--- src/rtl/pkwars_chr_fetch_if.sv ---
// Purpose : groups the fetch requests, returned words and shared CHR-ROM byte port.
// Ports   : BG addr/word, sprite addr/req/word/strobe, ROM addr/read/data.
// slave   : the fetch responder. master : the video generators plus the ROM model.
interface pkwars_chr_fetch_if;
  logic [13:0] BGCAD;   // BG CHR word address
  logic [31:0] BGCDT;   // last completed BG word
  logic [13:0] SPCAD;   // sprite CHR word address
  logic        SPCRQ;   // sprite request, level
  logic [31:0] SPCDT;   // sprite word
  logic        SPCFT;   // one-cycle strobe, SPCDT updated
  logic [16:0] ROMAD;   // {region, word address, byte index}
  logic        ROMRD;   // byte read issued this cycle
  logic [7:0]  ROMDT;   // ROM byte data

  modport slave (
    input  BGCAD, SPCAD, SPCRQ, ROMDT,
    output BGCDT, SPCDT, SPCFT, ROMAD, ROMRD
  );

  modport master (
    output BGCAD, SPCAD, SPCRQ, ROMDT,
    input  BGCDT, SPCDT, SPCFT, ROMAD, ROMRD
  );
endinterface

--- src/rtl/pkwars_chr_fetch.sv ---
// Purpose : serves BG and sprite CHR word fetches from one byte-wide synchronous ROM port.
// Latency : grant to word update is 5+ROMLAT cycles; one word per 6+ROMLAT cycles.
// Backpressure: none on the ROM side; sprite requester holds SPCRQ until SPCFT, BG refetches on address change.
// Ports   : VCLKx4 clock, RESET sync active-low, bus = pkwars_chr_fetch_if.slave.
module pkwars_chr_fetch #(
  parameter int ROMLAT = 1,     // ROM read latency, 1 or 2
  parameter bit FAIR   = 1'b1   // pending sprite takes the slot right after a BG fetch
) (
  input  logic              VCLKx4,
  input  logic              RESET,
  pkwars_chr_fetch_if.slave bus
);

  typedef enum logic [1:0] {IDLE, ISSUE, DRAIN, COMMIT} state_t;

  state_t      state, state_nx;
  logic [1:0]  idx;          // byte index being issued
  logic [1:0]  dcnt;         // drain cycle counter
  logic        region;       // 0 = BG fetch, 1 = sprite fetch
  logic [13:0] bglast;       // BG address latched at the last BG grant
  logic        bgvld;        // bglast holds a real address
  logic        lastbg;       // previous grant went to BG
  logic        bgpend, sppend, grant, grant_sp;
  logic [31:0] asmw;         // word under assembly
  logic [31:0] bgcdt, spcdt;
  logic        spcft, romrd;
  logic [16:0] romad;

  // Read-return tracker: one stage per cycle of ROM latency, carrying the
  // byte index so each returning byte lands in its own lane.
  logic [ROMLAT-1:0]      pvld;
  logic [ROMLAT-1:0][1:0] pidx;

  assign bus.BGCDT = bgcdt;
  assign bus.SPCDT = spcdt;
  assign bus.SPCFT = spcft;
  assign bus.ROMAD = romad;
  assign bus.ROMRD = romrd;

  // Arbitration. Only meaningful in IDLE, where no sprite fetch is in progress.
  always_comb begin
    bgpend   = !bgvld || (bus.BGCAD != bglast);
    sppend   = bus.SPCRQ;
    grant    = (state == IDLE) && (bgpend || sppend);
    grant_sp = 1'b0;
    if (FAIR && lastbg && sppend)
      grant_sp = 1'b1;
    else if (!bgpend && sppend)
      grant_sp = 1'b1;
  end

  always_comb begin
    state_nx = state;
    case (state)
      IDLE:    if (grant) state_nx = ISSUE;
      ISSUE:   if (idx == 2'd3) state_nx = DRAIN;
      DRAIN:   if (dcnt == 2'(ROMLAT - 1)) state_nx = COMMIT;
      COMMIT:  state_nx = IDLE;
      default: state_nx = IDLE;
    endcase
  end

  always_ff @(posedge VCLKx4) begin
    if (!RESET) state <= IDLE;
    else        state <= state_nx;
  end

  always_ff @(posedge VCLKx4) begin
    if (!RESET) begin
      idx    <= 2'd0;
      dcnt   <= 2'd0;
      region <= 1'b0;
      bglast <= 14'd0;
      bgvld  <= 1'b0;
      lastbg <= 1'b0;
      asmw   <= 32'd0;
      bgcdt  <= 32'd0;
      spcdt  <= 32'd0;
      spcft  <= 1'b0;
      romrd  <= 1'b0;
      romad  <= 17'd0;
      pvld   <= '0;
      pidx   <= '0;
    end else begin
      spcft   <= 1'b0;
      pvld[0] <= romrd;
      pidx[0] <= romad[1:0];
      for (int i = 1; i < ROMLAT; i++) begin
        pvld[i] <= pvld[i-1];
        pidx[i] <= pidx[i-1];
      end
      // Every fetch rewrites all four lanes, so no clearing is needed
      // between fetches and a committed word never mixes addresses.
      if (pvld[ROMLAT-1])
        asmw[{pidx[ROMLAT-1], 3'b000} +: 8] <= bus.ROMDT;

      case (state)
        IDLE: begin
          if (grant) begin
            region <= grant_sp;
            lastbg <= !grant_sp;
            idx    <= 2'd0;
            romrd  <= 1'b1;
            romad  <= {grant_sp, (grant_sp ? bus.SPCAD : bus.BGCAD), 2'b00};
            if (!grant_sp) begin
              bglast <= bus.BGCAD;
              bgvld  <= 1'b1;
            end
          end
        end
        ISSUE: begin
          dcnt <= 2'd0;
          if (idx == 2'd3) begin
            romrd <= 1'b0;               // romad keeps the last byte address
          end else begin
            idx        <= idx + 2'd1;
            romad[1:0] <= idx + 2'd1;    // word address field never carries
          end
        end
        DRAIN: dcnt <= dcnt + 2'd1;
        COMMIT: begin
          if (region) begin
            spcdt <= asmw;
            spcft <= 1'b1;
          end else begin
            bgcdt <= asmw;
          end
        end
        default: ;
      endcase
    end
  end

endmodule
--- src/flat_wrapper.sv ---
// flat-port wrapper written by rule: the top's interface ports become plain ports
module pkwars_chr_fetch_flat 
#(
  parameter int ROMLAT = 1,                                
  parameter bit FAIR   = 1'b1                                                          
)
  (VCLKx4, RESET, bus_BGCAD, bus_SPCAD, bus_SPCRQ, bus_ROMDT, bus_BGCDT, bus_SPCDT, bus_SPCFT, bus_ROMAD, bus_ROMRD);
  pkwars_chr_fetch_if bus_i ();
  input  logic VCLKx4;
  input  logic RESET;
  input wire logic [$bits(bus_i.BGCAD)-1:0] bus_BGCAD;
  input wire logic [$bits(bus_i.SPCAD)-1:0] bus_SPCAD;
  input wire logic [$bits(bus_i.SPCRQ)-1:0] bus_SPCRQ;
  input wire logic [$bits(bus_i.ROMDT)-1:0] bus_ROMDT;
  output wire logic [$bits(bus_i.BGCDT)-1:0] bus_BGCDT;
  output wire logic [$bits(bus_i.SPCDT)-1:0] bus_SPCDT;
  output wire logic [$bits(bus_i.SPCFT)-1:0] bus_SPCFT;
  output wire logic [$bits(bus_i.ROMAD)-1:0] bus_ROMAD;
  output wire logic [$bits(bus_i.ROMRD)-1:0] bus_ROMRD;
  assign bus_i.BGCAD = bus_BGCAD;
  assign bus_i.SPCAD = bus_SPCAD;
  assign bus_i.SPCRQ = bus_SPCRQ;
  assign bus_i.ROMDT = bus_ROMDT;
  assign bus_BGCDT = bus_i.BGCDT;
  assign bus_SPCDT = bus_i.SPCDT;
  assign bus_SPCFT = bus_i.SPCFT;
  assign bus_ROMAD = bus_i.ROMAD;
  assign bus_ROMRD = bus_i.ROMRD;
  pkwars_chr_fetch #(.ROMLAT(ROMLAT), .FAIR(FAIR)) u_core (.VCLKx4(VCLKx4), .RESET(RESET), .bus(bus_i));
endmodule
--- config.mk ---
export PLATFORM = sky130hd
export DESIGN_NAME = pkwars_chr_fetch_flat
export DESIGN_NICKNAME = d
export VERILOG_FILES = /design/src/rtl/pkwars_chr_fetch_if.sv /design/src/rtl/pkwars_chr_fetch.sv /design/src/flat_wrapper.sv
export SDC_FILE = /design/constraint.sdc
export NUM_CORES = 1
export LEC_CHECK = 0
export BUFFER_PORTS_ARGS = -buffer_cell sky130_fd_sc_hd__buf_2
export CAP_MARGIN = 20
export CORE_ASPECT_RATIO = 0.7
export CORE_UTILIZATION = 58
export CTS_CLUSTER_DIAMETER = 100
export DETAILED_ROUTE_END_ITERATION = 10
export PLACE_DENSITY = 0.86
export SETUP_SLACK_MARGIN = 0.1
export SLEW_MARGIN = 10
export SYNTH_ARGS = -nofsm -noshare
export SYNTH_HDL_FRONTEND = slang
export SYNTH_SLANG_ARGS = --single-unit
--- constraint.sdc ---
create_clock -name VCLKx4 -period 3.2 [get_ports VCLKx4]
set_input_delay 0 -clock VCLKx4 [delete_from_list [all_inputs] [get_ports VCLKx4]]
set_output_delay 0 -clock VCLKx4 [all_outputs]
set_load 0.03 [all_outputs]
# After elaboration in Yosys (flattened, before gate mapping)
# Cells that the tools add are included.
# totals
register_bits,141
in_bits,39
# op_classes
shift,2
muxes,18
n_reduce_logical,20
bitwise_logic,2
n_eq_ne,9
addsub,3
# ops
op,n
$bwmux 32,1
$shift 8x7->32 const A,1
$shiftx 8x7->32,1
$mux 14,1
$ne 14x14->1,1
$mux 2,6
$pmux 2 s2,3
$reduce_and 3->1,4
$pmux 2 s4,1
$reduce_and 2->1,4
$neg 5->7,1
$eq 2x2->1 const B,3
$ne 2x1->1 const B,3
$mux 1,5
$add 2x1->2 const B,2
$logic_not 2->1,2
$reduce_bool 2->1,2
$logic_and 1x1->1,3
$logic_not 1->1,3
$eq 2x1->1 const B,1
$logic_or 1x1->1,2
$ne 2x2->1 const B,1
$not 1->1,2
$pmux 1 s2,1

# Depth between registers and ports, before layout
# Gate-level depths: netlist of the first run.
# depth
depth_word,8
ltp_mapped,8
ltp_nobuf,7

# Worst setup path before layout of the first run
# No wires, ideal clock.
# synth_timing
kind,flip-flop to flip-flop
startpoint,register u_core.bglast[10]
endpoint,register u_core.romad[10] (netlist: u_core.bus.ROMAD[10])
arrival_ps,1914
setup_slack_ps,1165
required_time_ps,3078
setup_ps,122
synth_period_minus_slack_ps,2035
n_path_buf,2
path_stages_with_launch,9
path_cell_list,dfxtp_1 -> xnor2_1 -> nand3_1 -> or3_4 -> o211a_4 -> and2_4 -> buf_6 -> buf_6 -> a221o_1
# synth_via
elab_chain_len,7
# synth_rtl
element,line_no,text
start: declaration,pkwars_chr_fetch.sv:20,logic [13:0] bglast;
start signal: assignment,pkwars_chr_fetch.sv:106,bglast <= bus.BGCAD;
$ne 14x14->1 (*),pkwars_chr_fetch.sv:42,bgpend = !bgvld || (bus.BGCAD != bglast);
$logic_or 1x1->1 (*),pkwars_chr_fetch.sv:42,
$logic_not 1->1,pkwars_chr_fetch.sv:48,else if (!bgpend && sppend)
$logic_and 1x1->1,pkwars_chr_fetch.sv:48,
$mux 1,pkwars_chr_fetch.sv:48,
$mux 1,pkwars_chr_fetch.sv:46,if (FAIR && lastbg && sppend)
$mux 14,pkwars_chr_fetch.sv:104,"romad <= {grant_sp, (grant_sp ? bus.SPCAD : bus.BGCAD), 2'b00};"
end signal: assignment,pkwars_chr_fetch.sv:104,
end: declaration,pkwars_chr_fetch.sv:27,logic [16:0] romad;
# Every way passes the cells marked *; elsewhere a longest branch is shown, timed or not.
# A chain may end at the register's enable or synchronous reset.

# Final worst setup path of the first run
# layout_timing
startpoint,register u_core.bglast[8]
endpoint,register u_core.romad[10] (netlist: u_core.bus.ROMAD[10])
# Same word-level chain as after synthesis.

==> results of run 1 <==
[cells by family (layout without fill, tap and decap cells)]
logic type / count (synthesis) / count (layout) / share of synthesized area [%]
xor+xnor: 9 / 9 / 1.436
mux: 5 / 5 / 0.9348
flops: 138 / 138 / 50.34
compound gates: 148 / 148 / 21.18
simple gates: 233 / 233 / 19.70
buf+inv: 52 / 225 / 3.899
fa+ha+maj: 11 / 11 / 2.508
[synth_stat cells (5+ instances only)]
library cell and instances:
nand2_1 155, dfxtp_1 138, a21boi_0 65, a22oi_1 33, nor2b_1 33, clkbuf_1 32, and3_1 15, inv_1 15
a221o_1 14, o2bb2ai_1 14, ha_1 11, and2_1 7, nand2b_1 5, nor2_1 5, o21ai_0 5, xor2_1 5
[through the flow]
step / hold WS [ns] / setup WS (ns) / cell area (sq um)
finish: 0.1516 / 0.3151 / 7234
global route: 0.1827 / 0.2328 / 7234
CTS: 0.09339 / 0.4543 / 7234
detailed placement: 0.2320 / 0.9941 / 6163
global placement: 0.2220 / 1.105 / 6163
floorplan: 0.1169 / 1.165 / 5488
[critical path: cells and delay by family, from the launching register on]
kind / cells / cell delay, ns
simple gates: 3 / 0.93
buf+inv: 1 / 0.57
compound gates: 2 / 0.72
flops: 1 / 0.32
xor+xnor: 1 / 0.21
[timing repair]
item,4_1_cts,5_1_grt
hold buffers,49,0
buffers inserted,0,0
endpoints found under the hold margin,58,0
[power by group]
part	internal, uW	switching [uW]
combinational	477	779
sequential	1910	159
clock	1220	723
[flip-flops by register name (all words and copies together) (netlist names)]
name / flops
u_core.asmw: 32
u_core.bglast: 14
u_core.bgvld: 1
u_core.bus.BGCDT: 32
u_core.bus.ROMAD: 16
u_core.bus.ROMRD: 1
u_core.bus.SPCDT: 32
u_core.bus.SPCFT: 1
u_core.dcnt: 2
u_core.lastbg: 1
u_core.pidx: 2
u_core.pvld: 1
u_core.region: 1
u_core.state: 2
[cell type report]
type | instances | area [sq um] | area share (%)
timing repair buffer | 179 | 1166 | 16.12
multi-input combinational | 406 | 2514 | 34.75
inverter | 15 | 56.30 | 0.7783
clock inverter | 8 | 92.59 | 1.280
clock buffer | 23 | 488.0 | 6.745
sequential | 138 | 2763 | 38.19
tap | 124 | 155.1 | 2.145
[worst paths after layout]
kind	start	end	slack, ns	cells past startpoint
setup / recovery	u_core.bglast[8]	u_core.bus.ROMAD[10]	0.32	7
setup reg to reg	u_core.bglast[8]	u_core.bus.ROMAD[10]	0.32	7
hold reg to reg	u_core.bus.SPCDT[18]	u_core.bus.SPCDT[18]	0.46	2
hold / removal	bus_SPCRQ	u_core.bglast[4]	0.15	4
[metal layers]
layer	global-route usage, %	up-vias	wire length (um)
li1	-	2368	-
met1	42.12	2521	6567
met2	55.94	373	7874
met3	10.10	100	1617
met4	22.49	0	878
met5	0	-	0
==> results.json, run 1 <==
{
  "h-tree-depth": 4,
  "synth_area_sq_mm": 0.005488,
  "n_antenna_cell": 0,
  "fin_cells": 893,
  "overflow": 0,
  "grt_pass1_wl_um": 26630,
  "p_leak_uw": 0.003002,
  "power_density_mw_per_mm2": 727.5,
  "critPathRequiredTime_ns": 3.50,
  "crit_path_start_kind": "flip-flop",
  "drv_cap": 0,
  "grt_use_total_pct": 35.24,
  "clk_pin_slew_ns": 0.06,
  "cts_made_buffers": 17,
  "gp_congestion": 0.8591,
  "relSlewSlack_pct": 44.72,
  "max_freq_mhz": 346.6,
  "final_common_cell": "nand2_1",
  "period_share_pct": 90.15,
  "yosysWarnings": 0,
  "total_power_uw": 5263,
  "rsz0062_at_grt": "false",
  "tns_ns": 0,
  "final_cell_mix": "155 x nand2_1, 138 x dfxtp_1, 120 x buf_2, 65 x a21boi_0, 49 x dlygate4sd3_1",
  "drive_gt1_share_pct": 21.72,
  "syn_to_final_growth_pct": 31.83,
  "worstSkewPairLatency_ns": 0.42,
  "fp.dieW_um": 118.3,
  "avgSynthCellArea_sq_um": 9.208,
  "die_h_um": 83.39,
  "crit_slowest_cell": "dlygate4sd3_1",
  "irDropWorstVdd_mv": 0.3817,
  "yosysTopAreaCellShare_pct": 50.34,
  "synth-edff-count": 0,
  "fill_cells": 525,
  "setup_violations": 0,
  "slew_violations": 0,
  "worstSetupPathType": "flip-flop to flip-flop",
  "grt_max_degree": 108,
  "wirelength_um": 16940,
  "finalCriticalPeriod_ns": 2.885,
  "endpoint_kind": "flip-flop",
  "seq_area_frac_synth_pct": 50.34,
  "initial_core_util_pct": 60.26,
  "finish.net_count": 807,
  "synth_ff_type": "dfxtp_1",
  "first_pass_iters": 7,
  "outcome": "completed",
  "synth-seq-cells": 138,
  "tightest_slew_ns": 0.8293,
  "antenna_found_initial": 0,
  "cts_root_buffer": "clkbuf_16",
  "synth_top_area_cell": "dfxtp_1",
  "coreArea_sq_mm": 0.009107,
  "critPathMaxFanout": 28,
  "drtIter0Drc": 513,
  "detail_route.vias_per_cell": 6.004,
  "cts_sinks": 138,
  "async_flop_share_pct": 0,
  "hold_viol_final": 0,
  "pin_count": 122,
  "ctsResizeCount": 0,
  "synthTopCellsByArea": "dfxtp_1 50%, nand2_1 11%, a21boi_0 8.9%",
  "grt_pass1_vias": 5186,
  "hold_path.class": "primary input to flip-flop",
  "finClkSkew_ns": 0.005301,
  "critPathArrivalTime_ns": 3.18,
  "hpwl_um": 9265,
  "path_cells": "xnor2_1 > nand3_1 > or3_4 > o211a_4 > and2_4 > a221o_1 > dlygate4sd3_1",
  "yosysUniqueCellTypes": 43,
  "port_buffers": 121,
  "place_inst": 813,
  "die_area_sq_mm": 0.009861,
  "fin_util_pct": 79.43,
  "cts_tree": "done",
  "cts_buffer_depth": 2,
  "rows": 29,
  "vias": 5362,
  "routedWlPerCell_um": 18.97,
  "cpPeakStageDelay_ns": 0.57,
  "synth_nets": 646,
  "drc": 0,
  "netlist_instances": 596,
  "drtAntennaViolNets": 0
}
Power figures use the tool's default switching activity.
==> run 2: changes to the inputs <==
Settings changed: CAP_MARGIN 20 to default, CORE_UTILIZATION 58 to 54, PLACE_DENSITY 0.86 to 0.81.
Clock period 3.2 ns to 2.8 ns, I/O delays scaled along.
==> run 2 against run 1 <==
Net effect: die area grew 7.3%; sequential share of layout area grew 0.43 points; non-clock buffer count shrank 13; first-iteration DRC count shrank 12%; critical path type unchanged; critical endpoint is now u_core.state[0]; largest cell class unchanged.
==> results.json, run 2 (synthesis gave the netlist of run 1 again) <==
{
  "antenna_found_initial": 0,
  "fill_cells": 660,
  "clk_pin_slew_ns": 0.06,
  "routedWlPerCell_um": 16.43,
  "irDropWorstVdd_mv": 0.5267,
  "drtIter0Drc": 453,
  "whs_ns": 0.08339,
  "crit_path_start_kind": "flip-flop",
  "drv_cap": 0,
  "hpwl_um": 9003,
  "finalCriticalPeriod_ns": 2.270,
  "final_cell_mix": "155 x nand2_1, 138 x dfxtp_1, 120 x buf_2, 65 x a21boi_0, 36 x dlygate4sd3_1",
  "hold_viol_final": 0,
  "cts_tree": "done",
  "p_leak_uw": 0.002928,
  "relSlewSlack_pct": 50.46,
  "pin_count": 122,
  "first_pass_iters": 5,
  "place_area_sq_mm": 0.006168,
  "wirelength_um": 14520,
  "max_freq_mhz": 440.5,
  "finClkSkew_ns": 0.007153,
  "overflow": 0,
  "slew_violations": 0,
  "drive_gt1_share_pct": 22.35,
  "finish.net_count": 794,
  "tightest_slew_ns": 0.7411,
  "period_share_pct": 81.08,
  "design_area_sq_mm": 0.007154,
  "die_h_um": 86.35,
  "detail_route.vias_per_cell": 5.611,
  "fin_util_pct": 73.03,
  "outcome": "completed",
  "grt_pass1_wl_um": 22850,
  "final_common_cell": "nand2_1",
  "rows": 30,
  "cts_sinks": 138,
  "setup_violations": 0,
  "drtAntennaViolNets": 0,
  "worstSkewPairLatency_ns": 0.41,
  "cts_made_buffers": 17,
  "grt_pass1_vias": 4641,
  "reg2reg_slack_ns": 0.53,
  "cts_root_buffer": "clkbuf_16",
  "postCtsSetupBuffers": 0,
  "grt_max_degree": 88,
  "n_antenna_cell": 0,
  "critPathRequiredTime_ns": 3.10,
  "endpoint_kind": "flip-flop",
  "drc": 0,
  "h-tree-depth": 4,
  "initial_core_util_pct": 56.02,
  "worstSetupPathType": "flip-flop to flip-flop",
  "coreArea_sq_mm": 0.009797,
  "tns_ns": 0,
  "vias": 4960,
  "syn_to_final_growth_pct": 30.37,
  "port_buffers": 121,
  "cts_buffer_depth": 2,
  "die_area_sq_mm": 0.01058,
  "rsz0062_at_grt": "false",
  "grt_use_total_pct": 28.37,
  "fp.dieW_um": 122.5,
  "gp_congestion": 0.8174,
  "critPathArrivalTime_ns": 2.57,
  "hold_path.class": "primary input to flip-flop",
  "power_density_mw_per_mm2": 827.9,
  "critPathMaxFanout": 5
}
-- run 2: report_power, final --
group / total, uW / switching [uW] / internal (uW)
registers: 2340 / 163 / 2180
logic: 1230 / 763 / 464
clock network: 2350 / 828 / 1530
total: 5920 / 1750 / 4170
-- run 2: path summary, 6_finish.rpt --
kind | startpoint | end | depth (start not counted)
max | u_core.bglast[10] | u_core.state[0] | 6
max reg2reg | u_core.bglast[10] | u_core.state[0] | 6
min | bus_SPCRQ | u_core.region | 4
min reg2reg | u_core.bus.SPCDT[31] | u_core.bus.SPCDT[31] | 2
-- run 2: worst max-delay path: stages, from the launching register on --
cell     delay, ns
dfxtp_1       0.33
xnor2_1       0.19
nand3_1       0.18
or4_1         0.57
nor2_1        0.45
a21oi_1       0.22
o21a_1        0.22
-- run 2: stage by stage --
| stage | power, uW | setup slack, ns | instances |
|---|---|---|---|
| 6_report | 5923 | 0.5298 | 884 |
| 5_1_grt | 6150 | 0.4400 | 884 |
| 4_1_cts | 5908 | 0.6203 | 884 |
| 3_5_place_dp | 3531 | 0.6248 | 817 |
| 3_3_place_gp | 3465 | 0.7171 | 817 |
| 2_1_floorplan | 3214 | 0.7647 | 596 |
-- run 2: what timing repair did --
item,CTS,global route
hold buffers,36,0
endpoints found under the hold margin,57,0
gates resized for setup,0,0
-- run 2: routing by layer --
| layer | share of wire (%) | global-route usage (%) |
|---|---|---|
| met4 | 2.3 | 10.75 |
| met3 | 6.4 | 7.368 |
| met2 | 46 | 45.56 |
| met5 | 0 | 0 |
| met1 | 45 | 36.72 |
-- run 2: layout make-up --
cell class	instances	area [sq um]	area share, %
Clock buffer	19	452.9	6.331
Inverter	15	56.30	0.7870
Sequential cell	138	2763	38.61
Timing Repair Buffer	166	1036	14.48
Tap cell	128	160.2	2.239
Clock inverter	12	172.7	2.413
Multi-Input combinational cell	406	2514	35.13
